File: src/rtl/mem_access_unit_pkg.sv
// Shared encodings for the memory access unit: FSM states, access size codes
// and the sign/size mask presented to the data memory.
package mem_access_unit_pkg;

  typedef enum logic [2:0] {
    IDLE      = 3'd0,
    ISSUE     = 3'd1,
    WAIT_ACK  = 3'd2,
    WAIT_DONE = 3'd3,
    RESP      = 3'd4
  } state_e;

  typedef enum logic [1:0] {
    SIZE_BYTE    = 2'd0,
    SIZE_HALF    = 2'd1,
    SIZE_WORD    = 2'd2,
    SIZE_ILLEGAL = 2'd3
  } size_e;

  // Byte-lane enables in the low three bits; bit 3 carries the sign request.
  localparam logic [2:0] MASK_BYTE = 3'b001;
  localparam logic [2:0] MASK_HALF = 3'b011;
  localparam logic [2:0] MASK_WORD = 3'b111;

  function automatic logic [3:0] sign_mask_enc(input logic is_store,
                                               input logic is_signed,
                                               input logic [1:0] size);
    logic [2:0] mask;
    case (size)
      SIZE_BYTE: mask = MASK_BYTE;
      SIZE_HALF: mask = MASK_HALF;
      SIZE_WORD: mask = MASK_WORD;
      default:   mask = 3'b000;
    endcase
    return {is_signed & ~is_store, mask};
  endfunction

endpackage

File: src/rtl/mem_access_unit_if.sv
// Request/response handshake bundle between a requester and the access unit.
interface mem_access_unit_if;

  logic        req_valid;
  logic        req_ready;
  logic        req_we;
  logic [31:0] req_addr;
  logic [31:0] req_wdata;
  logic [1:0]  req_size;
  logic        req_signed;

  logic        rsp_valid;
  logic        rsp_ready;
  logic [31:0] rsp_rdata;
  logic        rsp_err;

  modport master (
    output req_valid, req_we, req_addr, req_wdata, req_size, req_signed, rsp_ready,
    input  req_ready, rsp_valid, rsp_rdata, rsp_err
  );

  modport slave (
    input  req_valid, req_we, req_addr, req_wdata, req_size, req_signed, rsp_ready,
    output req_ready, rsp_valid, rsp_rdata, rsp_err
  );

endinterface

File: src/rtl/mem_access_unit_align_check.sv
// Combinational legality check of an access: illegal size code, or an address
// that is not a multiple of the access width.
module mem_align_check
  import mem_access_unit_pkg::*;
(
  input  logic [1:0] size,
  input  logic [1:0] addr_lo,
  output logic       misaligned,
  output logic       illegal
);

  always_comb begin
    misaligned = 1'b0;
    illegal    = 1'b0;
    case (size)
      SIZE_HALF: misaligned = addr_lo[0];
      SIZE_WORD: misaligned = (addr_lo != 2'b00);
      SIZE_ILLEGAL: illegal = 1'b1;
      default: ;
    endcase
  end

endmodule

File: src/rtl/mem_access_unit.sv
// Single-outstanding load/store unit: accepts one request, drives a one-cycle
// read/write strobe into a stall-handshaked memory, and returns one response.
module mem_access_unit
  import mem_access_unit_pkg::*;
#(
  parameter int unsigned TIMEOUT_CYCLES = 15
) (
  input  logic              clk,
  input  logic              rst_n,
  mem_access_unit_if.slave  bus,
  output logic [31:0]       mem_addr,
  output logic [31:0]       mem_write_data,
  output logic              mem_memwrite,
  output logic              mem_memread,
  output logic [3:0]        mem_sign_mask,
  input  logic [31:0]       mem_read_data,
  input  logic              mem_clk_stall
);

  localparam int unsigned    CNT_W   = (TIMEOUT_CYCLES < 2) ? 1 : $clog2(TIMEOUT_CYCLES + 1);
  localparam logic [CNT_W-1:0] CNT_MAX = CNT_W'(TIMEOUT_CYCLES);

  state_e            state_q, state_d;
  logic [CNT_W-1:0]  cnt_q, cnt_d, cnt_inc;
  logic              we_q, we_d;
  logic              req_ready_q, req_ready_d;
  logic              rsp_valid_q, rsp_valid_d;
  logic              rsp_err_q, rsp_err_d;
  logic [31:0]       rsp_rdata_q, rsp_rdata_d;
  logic [31:0]       mem_addr_q, mem_addr_d;
  logic [31:0]       mem_wdata_q, mem_wdata_d;
  logic [3:0]        mem_mask_q, mem_mask_d;
  logic              mem_rd_q, mem_rd_d;
  logic              mem_wr_q, mem_wr_d;
  logic              misaligned, illegal;
  logic              accept;

  mem_align_check u_align (
    .size       (bus.req_size),
    .addr_lo    (bus.req_addr[1:0]),
    .misaligned (misaligned),
    .illegal    (illegal)
  );

  assign accept  = bus.req_valid & req_ready_q;
  assign cnt_inc = (cnt_q == CNT_MAX) ? cnt_q : cnt_q + CNT_W'(1);

  // NOTE: every *_d is given its held value first so no path through the case infers a latch.
  always_comb begin
    state_d     = state_q;
    cnt_d       = cnt_q;
    we_d        = we_q;
    rsp_err_d   = rsp_err_q;
    rsp_rdata_d = rsp_rdata_q;
    mem_addr_d  = mem_addr_q;
    mem_wdata_d = mem_wdata_q;
    mem_mask_d  = mem_mask_q;

    case (state_q)
      IDLE: begin
        if (accept) begin
          we_d = bus.req_we;
          if (misaligned || illegal) begin
            state_d     = RESP;
            rsp_err_d   = 1'b1;
            rsp_rdata_d = '0;
          end else begin
            state_d     = ISSUE;
            cnt_d       = '0;
            mem_addr_d  = bus.req_addr;
            mem_wdata_d = bus.req_wdata;
            mem_mask_d  = sign_mask_enc(bus.req_we, bus.req_signed, bus.req_size);
          end
        end
      end
      ISSUE: state_d = WAIT_ACK;
      WAIT_ACK: begin
        cnt_d = cnt_inc;
        if (mem_clk_stall) begin
          state_d = WAIT_DONE;
        end else if (cnt_inc == CNT_MAX) begin
          state_d     = RESP;
          rsp_err_d   = 1'b1;
          rsp_rdata_d = '0;
        end
      end
      WAIT_DONE: begin
        cnt_d = cnt_inc;
        // A completing memory wins over a timeout landing on the same cycle.
        if (!mem_clk_stall) begin
          state_d     = RESP;
          rsp_err_d   = 1'b0;
          rsp_rdata_d = we_q ? 32'h0 : mem_read_data;
        end else if (cnt_inc == CNT_MAX) begin
          state_d     = RESP;
          rsp_err_d   = 1'b1;
          rsp_rdata_d = '0;
        end
      end
      RESP: begin
        if (bus.rsp_ready) state_d = IDLE;
      end
      default: state_d = IDLE;
    endcase

    // Handshake and strobe outputs are registered versions of the next state.
    req_ready_d = (state_d == IDLE);
    rsp_valid_d = (state_d == RESP);
    mem_rd_d    = (state_d == ISSUE) & ~we_d;
    mem_wr_d    = (state_d == ISSUE) &  we_d;
  end

  // NOTE: sequential state uses <= so every flop samples the pre-edge values of the others.
  always_ff @(posedge clk or negedge rst_n) begin
    if (!rst_n) begin
      state_q     <= IDLE;
      cnt_q       <= '0;
      we_q        <= 1'b0;
      req_ready_q <= 1'b1;
      rsp_valid_q <= 1'b0;
      rsp_err_q   <= 1'b0;
      rsp_rdata_q <= '0;
      mem_addr_q  <= '0;
      mem_wdata_q <= '0;
      mem_mask_q  <= '0;
      mem_rd_q    <= 1'b0;
      mem_wr_q    <= 1'b0;
    end else begin
      state_q     <= state_d;
      cnt_q       <= cnt_d;
      we_q        <= we_d;
      req_ready_q <= req_ready_d;
      rsp_valid_q <= rsp_valid_d;
      rsp_err_q   <= rsp_err_d;
      rsp_rdata_q <= rsp_rdata_d;
      mem_addr_q  <= mem_addr_d;
      mem_wdata_q <= mem_wdata_d;
      mem_mask_q  <= mem_mask_d;
      mem_rd_q    <= mem_rd_d;
      mem_wr_q    <= mem_wr_d;
    end
  end

  assign bus.req_ready  = req_ready_q;
  assign bus.rsp_valid  = rsp_valid_q;
  assign bus.rsp_err    = rsp_err_q;
  assign bus.rsp_rdata  = rsp_rdata_q;
  assign mem_addr       = mem_addr_q;
  assign mem_write_data = mem_wdata_q;
  assign mem_sign_mask  = mem_mask_q;
  assign mem_memread    = mem_rd_q;
  assign mem_memwrite   = mem_wr_q;

endmodule

File: src/flat_wrapper.sv
// flat-port wrapper written by rule: the top's interface ports become plain ports
module mem_access_unit_flat import mem_access_unit_pkg::*;
#(
  parameter int unsigned TIMEOUT_CYCLES = 15
)
  (clk, rst_n, mem_addr, mem_write_data, mem_memwrite, mem_memread, mem_sign_mask, mem_read_data, mem_clk_stall, bus_req_valid, bus_req_we, bus_req_addr, bus_req_wdata, bus_req_size, bus_req_signed, bus_rsp_ready, bus_req_ready, bus_rsp_valid, bus_rsp_rdata, bus_rsp_err);
  mem_access_unit_if bus_i ();
  input  logic clk;
  input  logic rst_n;
  output logic [31:0] mem_addr;
  output logic [31:0] mem_write_data;
  output logic mem_memwrite;
  output logic mem_memread;
  output logic [3:0] mem_sign_mask;
  input  logic [31:0] mem_read_data;
  input  logic mem_clk_stall;
  input wire logic [$bits(bus_i.req_valid)-1:0] bus_req_valid;
  input wire logic [$bits(bus_i.req_we)-1:0] bus_req_we;
  input wire logic [$bits(bus_i.req_addr)-1:0] bus_req_addr;
  input wire logic [$bits(bus_i.req_wdata)-1:0] bus_req_wdata;
  input wire logic [$bits(bus_i.req_size)-1:0] bus_req_size;
  input wire logic [$bits(bus_i.req_signed)-1:0] bus_req_signed;
  input wire logic [$bits(bus_i.rsp_ready)-1:0] bus_rsp_ready;
  output wire logic [$bits(bus_i.req_ready)-1:0] bus_req_ready;
  output wire logic [$bits(bus_i.rsp_valid)-1:0] bus_rsp_valid;
  output wire logic [$bits(bus_i.rsp_rdata)-1:0] bus_rsp_rdata;
  output wire logic [$bits(bus_i.rsp_err)-1:0] bus_rsp_err;
  assign bus_i.req_valid = bus_req_valid;
  assign bus_i.req_we = bus_req_we;
  assign bus_i.req_addr = bus_req_addr;
  assign bus_i.req_wdata = bus_req_wdata;
  assign bus_i.req_size = bus_req_size;
  assign bus_i.req_signed = bus_req_signed;
  assign bus_i.rsp_ready = bus_rsp_ready;
  assign bus_req_ready = bus_i.req_ready;
  assign bus_rsp_valid = bus_i.rsp_valid;
  assign bus_rsp_rdata = bus_i.rsp_rdata;
  assign bus_rsp_err = bus_i.rsp_err;
  mem_access_unit #(.TIMEOUT_CYCLES(TIMEOUT_CYCLES)) u_core (.clk(clk), .rst_n(rst_n), .bus(bus_i), .mem_addr(mem_addr), .mem_write_data(mem_write_data), .mem_memwrite(mem_memwrite), .mem_memread(mem_memread), .mem_sign_mask(mem_sign_mask), .mem_read_data(mem_read_data), .mem_clk_stall(mem_clk_stall));
endmodule
File: config.mk
export PLATFORM = sky130hd
export DESIGN_NAME = mem_access_unit_flat
export DESIGN_NICKNAME = d
export VERILOG_FILES = /design/src/rtl/mem_access_unit_pkg.sv /design/src/rtl/mem_access_unit_if.sv /design/src/rtl/mem_access_unit_align_check.sv /design/src/rtl/mem_access_unit.sv /design/src/flat_wrapper.sv
export SDC_FILE = /design/constraint.sdc
export NUM_CORES = 1
export LEC_CHECK = 0
export ABC_AREA = 1
export CAP_MARGIN = 20
export CORE_MARGIN = 4
export CORE_UTILIZATION = 30
export CTS_BUF_LIST = sky130_fd_sc_hd__clkbuf_4 sky130_fd_sc_hd__clkbuf_8
export CTS_CLUSTER_DIAMETER = 120
export CTS_CLUSTER_SIZE = 16
export DETAILED_ROUTE_END_ITERATION = 10
export PLACE_DENSITY = 0.64
export RECOVER_POWER = 25
export SKIP_CTS_REPAIR_TIMING = 1
export SLEW_MARGIN = 20
export SYNTH_ARGS = -nofsm -noshare
export SYNTH_HDL_FRONTEND = slang
export SYNTH_SLANG_ARGS = --single-unit
File: constraint.sdc
create_clock -name clk -period 2.5 [get_ports clk]
set_clock_uncertainty 0.15 [all_clocks]
set_input_delay 0.25 -clock clk [delete_from_list [all_inputs] [get_ports clk]]
set_output_delay 0.25 -clock clk [all_outputs]
set_load 0.005 [all_outputs]
==> Yosys cells after proc, flatten, opt, wreduce, memory -nomap -nowiden <==
Index checks and enable logic that the tools add are counted.
{ "word_totals": {"reg_bits": 113, "input_bits": 105, "out_inout_bits": 105, "elab_cells": 75} }
{ "classes": {"add_sub_neg": 1, "eq_ne": 15, "n_mux": 29, "bitwise": 7, "reduce_logical": 11} }
{ "op_table": {"columns": ["cell", "n"], "rows": [
  ["$mux W32", 6],
  ["$pmux W32 S3", 1],
  ["$mux W3", 6],
  ["$pmux W3 S5", 1],
  ["$mux W4", 3],
  ["$pmux W3 S3", 1],
  ["$eq A4 B4 Y1 const B", 2],
  ["$mux W1", 8],
  ["$pmux W4 S2", 1],
  ["$eq A3 B1 Y1 const B", 2],
  ["$eq A3 B2 Y1 const B", 2],
  ["$eq A3 B3 Y1 const B", 2],
  ["$logic_not A3 Y1", 2],
  ["$reduce_and A3 Y1", 2],
  ["$add A4 B1 Y4 const B", 1],
  ["$and A1 B1 Y1", 4],
  ["$eq A2 B2 Y1 const B", 2],
  ["$ne A2 B1 Y1 const B", 2],
  ["$ne A2 B2 Y1 const B", 2],
  ["$reduce_and A4 Y1", 1],
  ["$reduce_bool A2 Y1", 2],
  ["$not A1 Y1", 3],
  ["$pmux W1 S3", 1],
  ["$reduce_bool A3 Y1", 1],
  ["other kinds (5)", 5]
]} }

==> Logic depth before layout (Yosys ltp) <==
Gate-level depths: netlist of run 1.
{ "logic_depth": {"depth_word": 8, "depth_mapped": 12, "mapped_depth_nobuf": 11} }

==> Modules after synthesis <==
From an unflattened synthesis of run 1, not the netlist that was laid out.
{ "hier_totals": {"hier_cells": 393, "hier_area_um2": 4757.1} }
{ "by_module_without_submodules": {"columns": ["module", "n_inst", "cells_per_inst", "area_per_inst_um2", "seq_area_each_um2"], "rows": [
  ["mem_access_unit", 1, 385, 4695.8, 2829.0],
  ["mem_align_check", 1, 8, 61.3, 0.0]
]} }

==> Least setup slack after synthesis of run 1 <==
OpenSTA, ideal clock, no wires.
{ "synth_path": {"path_type": "register -> register", "start": "register u_core.cnt_q[0]", "end": "register u_core.rsp_rdata_q[12], in the netlist u_core.bus.rsp_rdata[12]", "t_arrival_ns": 1.479, "t_required_ns": 2.234, "setup_slack_ns": 0.755, "path_stages_with_launch": 13, "path_buffers": 1, "synth_period_minus_slack_ns": 1.745, "cell_sequence": "dfrtp_1 ha_1 nand2_1 clkinv_1 nor2_1 nor2_2 nor2_4 nand2_4 nand2_2 nand2_2 buf_6 nand2_2 nand2_1"} }
{ "synth_between": {"elab_chain_len": 6, "word_cells_on_any_way": 8} }
{ "synth_rtl": {"columns": ["item", "line_no", "source"], "rows": [
  ["start: declaration", "mem_access_unit.sv:24", "logic [CNT_W-1:0] cnt_q, cnt_d, cnt_inc;"],
  ["start signal: assignment", "mem_access_unit.sv:130", "cnt_q <= cnt_d;"],
  ["$add A4 B1 Y4 / $eq A4 B4 Y1 (equally long branches)", "mem_access_unit.sv:46", "assign cnt_inc = (cnt_q == CNT_MAX) ? cnt_q : cnt_q + CNT_W'(1);"],
  ["$mux W4 (*)", "mem_access_unit.sv:46", null],
  ["$eq A4 B4 Y1 (*)", "mem_access_unit.sv:81, mem_access_unit.sv:94", null],
  ["$mux W32 (*)", null, null],
  ["$mux W32, on equally long branches", null, null],
  ["$pmux W32 S3 (*)", null, null],
  ["end signal: assignment", "mem_access_unit.sv:135", "rsp_rdata_q <= rsp_rdata_d;"],
  ["end: declaration", "mem_access_unit.sv:29", "logic [31:0] rsp_rdata_q, rsp_rdata_d;"]
]} }
Mark *: on every way between the ends. The rest lies on a longest branch, timed or not. The select of a mux whose other input is x is not followed.
A chain may end at the register's enable or synchronous reset.

==> Worst setup path after layout of run 1 <==
{ "layout_path": {"start": "register u_core.cnt_q[0]", "end": "register u_core.rsp_rdata_q[2], in the netlist u_core.bus.rsp_rdata[2]"} }
The elaborated chain is that of the path after synthesis.

==> impl_metrics.json, run 1 <==
{
  "outcome": "completed",
  "wl_um": 14700,
  "setup_violations": 0,
  "root_buffer": "clkbuf_8",
  "grtUsageTotal_pct": 15.8,
  "end_kind": "flip-flop",
  "synth_top_area_share_pct": 56.2,
  "crit_type": "flip-flop to flip-flop",
  "cts-buffers-inserted": 17,
  "yosysSeqAreaShare_pct": 56.8,
  "antenna_found_initial": 0,
  "cts_tree": "built",
  "io_pins": 210,
  "synth-seq-cells": 113,
  "vias": 4498,
  "n_fill_cell": 1532,
  "dr.pass1.iters": 4,
  "wl_per_cell_um": 13.9,
  "start_kind": "flip-flop",
  "fin_ws_ns": 0.501,
  "ir_drop_mv": 0.427,
  "rows": 46,
  "clock_sinks": 113,
  "die_y_um": 137,
  "crit_arrival_ns": 2.17,
  "antenna_cells": 0,
  "dp_slack_ns": 0.0648,
  "drc": 0,
  "cts.reportedPaths.clkPinSlew_ns": 0.07,
  "hp-class": "primary input to flip-flop",
  "synth_area_leaders": "dfrtp_1 (56%), nand2_1 (25%), nand2_2 (3.1%), o21ai_0 (2.2%), nor2_1 (2.1%)",
  "critPathBufInv": 2,
  "slew_headroom_pct": 31.8,
  "placedInstanceArea_um2": 7340,
  "crit_top_cell": "nand2_2",
  "final-hold-violation-count": 0,
  "drv_slew": 0,
  "first_global_vias": 4543,
  "critPathMaxFanout": 20,
  "crit_chain": "ha_1 > nand2_1 > clkinv_1 > nor2_1 > nor2_2 > nor2_4 > nand2_4 > nand2_2 > nand2_2 > buf_12 > nand2_2 > nand2_1",
  "final_area_um2": 7770,
  "initial_core_util_pct": 31.0,
  "final_common_cell": "nand2_1",
  "rsz0062_at_grt": "false",
  "finalSetupTns_ns": 0,
  "overflow": 0,
  "final_nets": 935,
  "fin_crit_sh_pct": 80.0,
  "min_period_ns": 2.00,
  "viasPerCell": 4.27,
  "required_ns": 2.67,
  "fp.dieArea_um2": 18700,
  "synth_cells": 610,
  "cp_slowest_cell": "dfrtp_1",
  "synth_area_um2": 4980,
  "grt_pass1_wl_um": 23100,
  "max_freq_ghz": 0.500,
  "worst_slew_pin_slew_ns": 1.02,
  "wl_met3_um": 1450,
  "layout_common_cells": "nand2_1 (328), clkdlybuf4s50_1 (208), dfrtp_1 (112)",
  "insertion_delay_ns": 0.43,
  "cp_num_cells": 12,
  "reg2reg_depth": 12,
  "dp_hpwl_um": 10400,
  "syn_to_final_growth_pct": 55.9,
  "cts_max_level": 4,
  "dieWidth_um": 137,
  "critical_path.max_stage_delay_ns": 0.42,
  "drt_iter0_markers": 182,
  "syn_area_per_cell_um2": 8.17,
  "p_per_area_nw_per_um2": 1080,
  "wl_met1_um": 6330,
  "top_layer": "met4",
  "ant_nets": 0,
  "drive_gt1_share_pct": 9.56,
  "cts.path.max_buffers": 2,
  "coreArea_um2": 16100,
  "yosys_warnings": 0,
  "yosys.area.top_type": "dfrtp_1",
  "ys_types": 24,
  "leakage_nw": 3.84,
  "rrSetupSlack_ns": 0.50,
  "cp_top_family": "simple AND/OR/NAND/NOR gates",
  "drv_cap": 0,
  "wl_met2_um": 6630,
  "grt_max_degree": 64,
  "gp_congestion": 0.742,
  "synth_fp_nets": 721,
  "port_buffers": 209,
  "min_path_cells": 3
}
## cell type report
| class | instances | area, um2 | share of cell area [%] |
|---|---|---|---|
| Sequential cell | 113 | 2830 | 36.4 |
| Timing Repair Buffer | 221 | 2210 | 28.5 |
| Multi-Input combinational cell | 444 | 1920 | 24.7 |
| Clock buffer | 23 | 310 | 3.99 |
| Tap cell | 216 | 270 | 3.48 |
| Clock inverter | 9 | 128 | 1.64 |
| Inverter | 27 | 101 | 1.30 |
## kinds of logic after synthesis
logic type                 Yosys count  synth area share [%]
and+or+nand+nor                    395                  32.3
DFF                                113                  56.8
buffers and inverters               53                  4.94
AOI/OAI and AO/OA                   43                  4.47
adders and majority gates            6                  1.51
## per-layer routing
metal	GRT usage, %	up-vias
li1	-	2296
met4	5.88	0
met3	5.88	18
met1	20.2	2018
met5	0	-
met2	24.4	166
## Yosys cell counts, drive strengths merged
library cell and number:
nand2 354, dfrtp 112, nor2 32, o21ai 30
inv 26, buf 18, a21oi 8, clkbuf 8
ha 6, nand3 6, o22ai 4, nand4 2
a21o 1, clkinv 1, dfstp 1, nand3b 1
## power by group
part           switching, mW  leakage (nW)  total (mW)  internal (mW)
clock                  0.755         0.217        1.88           1.12
combinational           1.72          2.16        3.60           1.88
sequential             0.419          1.46        2.95           2.53
total                   2.89          3.84        8.43           5.54
## worst min-delay path, stage by stage
cell	delay [ns]
clkdlybuf4s50_1	0.39
nand2_1	0.06
nand2_1	0.04
## sequential cells by signal (all words and copies together) (netlist names), 3 cells and up
| name | cells |
|---|---|
| u_core.mem_addr | 32 |
| u_core.mem_sign_mask | 4 |
| u_core.bus.rsp_rdata | 32 |
| u_core.mem_write_data | 32 |
| u_core.state_q | 3 |
| u_core.cnt_q | 4 |
## through the flow
stage,hold slack (ns),instances,total power [mW],utilization (%)
2_1_floorplan,-0.196,610,4.71,-
3_3_place_gp,0.126,1020,6.59,45.7
3_5_place_dp,0.128,1020,6.63,45.7
4_1_cts,-0.364,1052,8.58,48.5
5_1_grt,0.160,1053,9.09,48.4
6_report,0.191,1053,8.43,48.4
## worst paths after layout
| check | from | endpoint |
|---|---|---|
| setup / recovery | u_core.cnt_q[0] | u_core.bus.rsp_rdata[2] |
| hold reg to reg | u_core.mem_addr[15] | u_core.mem_addr[15] |
| setup reg to reg | u_core.cnt_q[0] | u_core.bus.rsp_rdata[2] |
| hold / removal | bus_req_addr[2] | u_core.mem_addr[2] |
| max in group asynchronous | rst_n | u_core.bus.rsp_valid |
| min in group asynchronous | rst_n | u_core.bus.rsp_rdata[12] |
(Power assumes the default switching activity.)
==> run 2: changes to the inputs <==
- PLACE_DENSITY: 0.64 -> 0.66
- clock period: 2.5 -> 1.65 ns (I/O delays scaled with it)
==> run 2 against run 1 <==
The run now ends with setup timing left. Maximum frequency rose by 13%. Sequential power rose by 53%. Worst setup slack got worse by 0.62 ns. Final cell count rose by 6.5%. Register-to-register slack got worse by 0.62 ns. Largest cell class is now non-clock buffers. Largest power group unchanged.
==> impl_metrics.json, run 2 (synthesized netlist as in run 1, its figures left out) <==
{
  "outcome": "finished with violations",
  "violations": "setup timing",
  "leakage_nw": 5.76,
  "die_y_um": 137,
  "hold_end": "u_core.mem_sign_mask[1]",
  "rows": 46,
  "p_sw_share_pct": 34.8,
  "drive_gt1_share_pct": 23.9,
  "rrSetupSlack_ns": -0.12,
  "power_frac_seq_pct": 31.8,
  "cts.reportedPaths.clkPinSlew_ns": 0.07,
  "port_buffers": 209,
  "dr.pass1.iters": 4,
  "viasPerCell": 4.39,
  "reg2reg_from": "u_core.cnt_q[0]",
  "overflow": 0,
  "p_per_area_nw_per_um2": 1560,
  "comb_power_share_pct": 48.3,
  "antenna_found_initial": 0,
  "coreArea_um2": 16100,
  "final_nets": 1004,
  "netSwitchingPower_mw": 4.93,
  "insertion_delay_ns": 0.43,
  "hold_slack_ns": 0.0478,
  "wl_per_cell_um": 15.2,
  "cts.path.max_buffers": 2,
  "drt_iter0_markers": 198,
  "worst_slew_pin_slew_ns": 1.03,
  "syn_to_final_growth_pct": 82.1,
  "fp.dieArea_um2": 18700,
  "ant_nets": 0,
  "grtUsageTotal_pct": 16.1,
  "grt.busiest_layer": "met2",
  "final_util_pct": 56.5,
  "min_path_cells": 3,
  "grt_pass1_wl_um": 23500,
  "drc": 0,
  "max_freq_ghz": 0.564,
  "gr-usage-met2_pct": 25.9,
  "cts_tree": "built",
  "clkPwrFrac_pct": 19.9,
  "final-hold-violation-count": 0,
  "clock_sinks": 113,
  "critPathMaxFanout": 10,
  "grt.met1_usage_pct": 20.1,
  "dieWidth_um": 137,
  "final_area_um2": 9080,
  "reg2reg_depth": 12,
  "initial_core_util_pct": 31.0,
  "io_pins": 210,
  "drv_cap": 0,
  "setup_violations": 102,
  "intPower_mw": 9.24,
  "layout_common_cells": "nand2_1 (279), dfrtp_1 (112), clkdlybuf4s50_1 (109)",
  "cts-buffers-inserted": 17,
  "min_period_ns": 1.77,
  "end_kind": "flip-flop",
  "required_ns": 1.82,
  "hp-class": "primary input to flip-flop",
  "start_kind": "flip-flop",
  "drv_slew": 0,
  "placedInstanceArea_um2": 7590,
  "cts_max_level": 4,
  "r2r_end": "u_core.bus.rsp_rdata[13]",
  "dp_hpwl_um": 10800,
  "grt.met3_usage_pct": 5.77,
  "rsz0062_at_grt": "true",
  "ir_drop_mv": 0.687,
  "final_common_cell": "nand2_1",
  "slew_headroom_pct": 31.2,
  "root_buffer": "clkbuf_8",
  "first_global_vias": 4740,
  "fin_ws_ns": -0.123,
  "fin_crit_sh_pct": 107,
  "n_fill_cell": 1395,
  "vias": 4923,
  "finalSetupTns_ns": -8.44,
  "grt_max_degree": 80,
  "hold_start": "bus_req_size[1]",
  "crit_type": "flip-flop to flip-flop",
  "crit_arrival_ns": 1.94,
  "gp_congestion": 0.791,
  "antenna_cells": 0,
  "wl_um": 17100
}
## run 2: power groups by stage
stage               registers [mW]  logic, mW  clock network (mW)
floorplan                     4.56       2.61                   0
global placement              4.49       5.89                   0
detailed placement            4.50       5.96                   0
CTS                           4.48       5.99                2.92
global route                  4.63       7.53                3.03
finish                        4.51       6.84                2.82
## run 2: worst max-delay path by stage
stage	start	to	slack, ns	depth (start not counted)
floorplan	u_core.cnt_q[0]	u_core.bus.rsp_rdata[12]	-0.02	12
global placement	bus_req_size[0]	u_core.bus.rsp_rdata[6]	-0.52	11
detailed placement	bus_req_size[0]	u_core.bus.rsp_rdata[8]	-0.59	11
CTS	u_core.bus.req_ready	bus_req_ready	-0.30	2
global route	u_core.state_q[0]	u_core.bus.rsp_err	-0.26	8
finish	u_core.cnt_q[0]	u_core.bus.rsp_rdata[13]	-0.12	12
## run 2: final cells by class
cell class	instances	area, um2	area share (%)
clock buffers	26	327	3.60
multi-input cells	444	2210	24.3
flip-flops and latches	113	2830	31.2
clock inverters	5	100	1.10
well taps	216	270	2.98
repair buffers	290	3230	35.6
inverters	27	114	1.25
## run 2: worst max-delay path, cell delays in order (launching register included)
cell and delay [ns]:
dfrtp_1 0.39, ha_4 0.19, buf_6 0.10, nor2_2 0.03, nand2_1 0.07, nand2_2 0.07
nor2_4 0.13, nand2_4 0.09, nand2_4 0.09, nand2_8 0.07, clkbuf_16 0.19, nand2_2 0.06
nand2_1 0.04
## run 2: through the flow
step / cells / power [mW] / setup WS (ns)
2_1_floorplan: 610 / 7.17 / -0.0192
3_3_place_gp: 1047 / 10.4 / -0.521
3_5_place_dp: 1047 / 10.5 / -0.587
4_1_cts: 1078 / 13.4 / -0.300
5_1_grt: 1121 / 15.2 / -0.256
6_report: 1121 / 14.2 / -0.123
## run 2: layer usage
| layer | wire length [um] | vias to the layer above |
|---|---|---|
| met3 | 1380 | 21 |
| met2 | 8190 | 178 |
| met4 | 273 | 0 |
| met5 | 0 | - |
| met1 | 7250 | 2285 |
| li1 | - | 2439 |
